### src/rtl/systolic_result_drain.sv
// Snapshots the systolic array result vector when compute_done rises and
// streams it column-major over a valid/ready handshake, one word per cycle.
module systolic_result_drain #(
  parameter int out_word_size = 24,
  parameter int num_row = 4,
  parameter int num_col = 2,
  localparam int NW = num_row * num_col,
  localparam int IW = (NW > 1) ? $clog2(NW) : 1
) (
  input  logic                        clk,
  input  logic                        reset,
  input  logic                        compute_done,
  input  logic [out_word_size*NW-1:0] pe_register_vals,
  output logic [out_word_size-1:0]    out_data,
  output logic                        out_valid,
  input  logic                        out_ready,
  output logic [IW-1:0]               out_index,
  output logic                        out_last,
  output logic                        busy,
  output logic                        overrun,
  output logic [out_word_size-1:0]    frame_count
);

  localparam logic [0:0] IDLE  = 1'b0;
  localparam logic [0:0] DRAIN = 1'b1;
  localparam logic [IW-1:0] LAST = IW'(NW - 1);

  logic [0:0]               state;
  logic                     done_q;
  logic [out_word_size-1:0] snap [NW];
  logic [IW-1:0]            p;
  logic [IW-1:0]            flat;
  logic                     start;
  logic                     hs;
  logic                     fin;

  assign start = compute_done & ~done_q;
  assign hs    = (state == DRAIN) & out_ready;
  assign fin   = hs & (p == LAST);

  // Column-major walk: row index cycles fastest through the row-major snapshot.
  always_comb begin
    flat = IW'(((int'(p) % num_row) * num_col) + (int'(p) / num_row));
  end

  assign out_valid = (state == DRAIN);
  assign busy      = (state == DRAIN);
  assign out_index = p;
  assign out_data  = snap[flat];
  assign out_last  = out_valid & (p == LAST);

  always_ff @(posedge clk or posedge reset) begin
    if (reset) begin
      state       <= IDLE;
      done_q      <= 1'b0;
      p           <= '0;
      overrun     <= 1'b0;
      frame_count <= '0;
      for (int k = 0; k < NW; k++) begin
        snap[k] <= '0;
      end
    end else begin
      done_q <= compute_done;
      if (fin) begin
        frame_count <= frame_count + out_word_size'(1);
      end
      if (start & (state == DRAIN) & ~fin) begin
        overrun <= 1'b1;
      end
      // A start on the final handshake chains straight into the next frame.
      if (start & ((state == IDLE) | fin)) begin
        for (int k = 0; k < NW; k++) begin
          snap[k] <= pe_register_vals[(NW-1-k)*out_word_size +: out_word_size];
        end
        p     <= '0;
        state <= DRAIN;
      end else if (fin) begin
        state <= IDLE;
      end else if (hs) begin
        p <= p + IW'(1);
      end
    end
  end

endmodule

### config.mk
export PLATFORM = sky130hd
export DESIGN_NAME = systolic_result_drain
export DESIGN_NICKNAME = d
export VERILOG_FILES = /design/src/rtl/systolic_result_drain.sv
export SDC_FILE = /design/constraint.sdc
export NUM_CORES = 1
export LEC_CHECK = 0
export ABC_AREA = 0
export CAP_MARGIN = 20
export CORE_MARGIN = 2
export CORE_UTILIZATION = 34
export CTS_CLUSTER_SIZE = 30
export DETAILED_ROUTE_END_ITERATION = 8
export SETUP_SLACK_MARGIN = 0.4
export SLEW_MARGIN = 25
export SYNTH_ARGS = -nofsm -noshare
export SYNTH_HDL_FRONTEND = slang
export SYNTH_SLANG_ARGS = --single-unit
### constraint.sdc
create_clock -name clk -period 22.2 [get_ports clk]
set_input_delay 4.44 -clock clk [delete_from_list [all_inputs] [get_ports clk]]
set_output_delay 4.44 -clock clk [all_outputs]
set_load 0.005 [all_outputs]
==> reports/results.txt <==
The flow ran to the end, and the final reports show no timing, DRC or antenna violations. In the layout the commonest cells are 250 x sky130_fd_sc_hd__clkdlybuf4s50_1, 219 x sky130_fd_sc_hd__dfrtp_1, 105 x sky130_fd_sc_hd__mux2_2. The max capacitance violation total was 0; the combinational fraction of design power was 35.2%. Data arrives at the worst endpoint at 3.32 ns. The fraction of layout instances using a drive strength above 1 was 25.1%. The worst setup path is launched from a register.

Number of H-tree levels: 1. The tools report the largest voltage drop on the vdd net as 81.4 µV. The longest individual stage delay on the worst path is 0.69 ns, and the total negative setup slack is 0 ns. TritonCTS created 26 clock buffers. The net switching fraction of the power is 27.4%. The post-route clock period utilization is 34.9%. The largest fanout on the critical path works out to 34.

The congestion estimate from routability-driven global placement came to 0.726. The number of global-route vias before repair was 6,630; the yosys synthesis warning count was 0. The critical path is of the register to output pin type.

The average routed wire per standard cell is 20.1 µm. The wire length of the first global-routing pass was 39.7 mm. The vias after detailed routing is 6,084, and the die extent in x is 175 µm. At the worst endpoint, the required time is 17.76 ns. The run gives 0.0111 ns as the clock tree skew after final layout. After synthesis, the largest area contributor takes up 56.0% of total cell area. The count of TritonRoute iterations in the first routing pass was 4. Setup repair after global routing left no endpoint under its margin.

The cell count after synthesis came out at 612. Cell class contributing the biggest share of worst-path delay: buffers and inverters. Once the floorplan was initialized, standard cells occupied 34.6% of the core. In the global route stage, overall resource usage came out at 16.9%. The area taken by flip-flops and latches is 5560 µm².

The tree is rooted in a sky130_fd_sc_hd__clkbuf_16. The areal power density over the cells is 128 nW/µm². The min-delay analysis places its worst path in the category register to register. The sequential-to-total area share from yosys stat was 56.0%; the clock edge transition at the registers on the reported setup and hold paths was 0.06 ns. After the first detailed-routing iteration, the DRC count stood at 312. Detailed placement finished with a half-perimeter wire length of 17.9 mm. The average instance area after synthesis was 16.2 µm²; the number of hold-repair buffers added at the cts stage was 0. For the pin with the worst max-slew slack, the measured transition is 0.970 ns. For this run the aggregate overflow at the end of global routing stands at 0.

The run gives 0 as the count of endpoints failing setup in the final report. For this run, the top clock speed supported by timing is 0.129 GHz. The internal power of the cells totals 1270 µW. Of the total power, the clock network draws 25.0%. Sorting the synthesized cells by area gives the leading types as sky130_fd_sc_hd__dfrtp_1 56%, sky130_fd_sc_hd__mux2_2 12%, sky130_fd_sc_hd__mux2_1 12%, sky130_fd_sc_hd__mux4_2 11%, sky130_fd_sc_hd__xnor2_1 1.7%. The multi-input combinational cells in the finished layout cover a total of 4130 µm². The netlist uses 32 different library cells. From synthesis to final layout, the design area changed by 38.1%. For the net switching power, the log shows 479 µW. The share of total power dissipated in sequential elements is 39.7%. The worst path needs 7.76 ns of the cycle, external delays included. The cell type of the slowest stage on the worst timing path was sky130_fd_sc_hd__buf_4. In this run, placement finished with an instance count of 1,218.

The logs give 2,546 for the filler cell count in the final layout and 0 for the count of buffers added by post-CTS timing repair for setup. The tools report the sink count of the clock tree as 222. The smallest hold slack was 0.479 ns; the clock latency at the later pin of the worst-skew pair was 0.52 ns. The number of design rule violations left after detail routing came out at 0. The pin count of the biggest net entering global routing was 96. The clock passes through at most 3 buffers. Gates resized during post-CTS repair numbered 0. In this run the cell area of the synthesized design comes to 9920 µm². The leakage dissipation came out at 0.00568 µW. Traced cell by cell, the critical path runs through buf_4 > mux4_2 > mux2_2 > clkdlybuf4s50_1. Most common library cell in the layout ignoring fill and taps: sky130_fd_sc_hd__clkdlybuf4s50_1.

The floorplan has 62 rows. During I/O placement, the number of pins put on the boundary was 251. In the routed layout, each cell is associated on average with a via count of 4.81.

TritonCTS built the clock tree. The max-slew violation count was 0. The worst setup path is captured at an output pin. The number of nets handed over by synthesis was 811. The die covers 30,500 µm².

The worst path meets setup with 14.44 ns of slack. Total power for the finished layout comes to 1750 µW. The flop and latch count out of synthesis is 222, and the placement-stage worst setup slack is 14.90 ns. The final non-filler cell total came out at 1,265. The die is 175 µm tall. The count of nets after finishing was 1,061; the final routed wirelength across all metal layers was 25.4 mm. Port buffering added 250 buffers. The largest total area in the synthesized netlist belongs to sky130_fd_sc_hd__dfrtp_1. The buffering stage count on the worst path with inverters included is 2, and the initial antenna violation count is 3. The logs give 0 for the number of hold-slack violations in the final timing report and 0 for the number of routed nets with antenna violations. The floorplan core area was 28,700 µm². The headroom to the max-slew limit is 35.3%.
-- Yosys cell counts, drive strengths merged --
library cell / n
nor4: 2
o21ai: 1
a21oi: 1
and2: 1
o21bai: 1
nand3: 11
mux4: 48
nand2b: 1
nand4: 10
xor2: 4
nor3: 3
mux2: 216
dfrtp: 222
clkbuf: 7
o22ai: 2
nor2: 4
nand3b: 2
inv: 4
xnor2: 19
ha: 3
nand2: 16
and3: 4
buf: 30
-- power by group through the flow --
stage / logic [µW] / registers (µW) / clock network, µW
2_1_floorplan: 421 / 641 / 0
3_3_place_gp: 617 / 699 / 0
3_5_place_dp: 627 / 703 / 0
4_1_cts: 631 / 697 / 453
5_1_grt: 668 / 719 / 473
6_report: 616 / 695 / 438
-- through the flow --
stage,cell area [µm²],util (%)
floorplan,9920,-
global placement,12700,44.4
detailed placement,12800,44.6
CTS,13700,47.7
global route,13700,47.7
finish,13700,47.7
-- final cells by class --
type | count | area share (%)
Antenna cell | 3 | 0.0548
Clock inverter | 5 | 0.585
Sequential cell | 222 | 40.6
Clock buffer | 39 | 5.92
Tap cell | 384 | 3.51
Multi-Input combinational cell | 349 | 30.1
Inverter | 4 | 0.164
Timing Repair Buffer | 259 | 19.1
-- worst paths after layout --
check | cells after the start | end | start | slack, ns
hold / removal | 1 | snap[27] | snap[27] | 0.48
hold reg to reg | 1 | snap[27] | snap[27] | 0.48
setup reg to reg | 8 | snap[65] | out_index[0] | 18.21
min in group asynchronous | 2 | snap[186] | reset | 4.38
max in group asynchronous | 3 | snap[157] | reset | 16.55
setup / recovery | 4 | out_data[5] | out_index[2] | 14.44
-- sequential cells by signal (all words and copies together), names as in the netlist --
| name | flops |
|---|---|
| done_q | 1 |
| snap | 192 |
| frame_count | 24 |
| overrun | 1 |
| out_index | 3 |
| busy | 1 |
-- logic make-up after synthesis --
kind of cell	after synthesis	synth area share (%)
compound gates	5	0.341
flops	222	56.0
xor+xnor	23	2.03
simple gates	54	3.00
fa+ha+maj	3	0.379
mux	264	35.8
buf+inv	41	2.46
-- metal layers --
metal	global-route usage, %	up-vias	part of all wire (%)
met4	4.10	0	1.7
met5	0	-	0
met1	22.3	3099	43
li1	-	2762	-
met2	27.0	193	47
met3	5.53	30	8.2
Note: power is estimated with default switching activity, not from simulation.
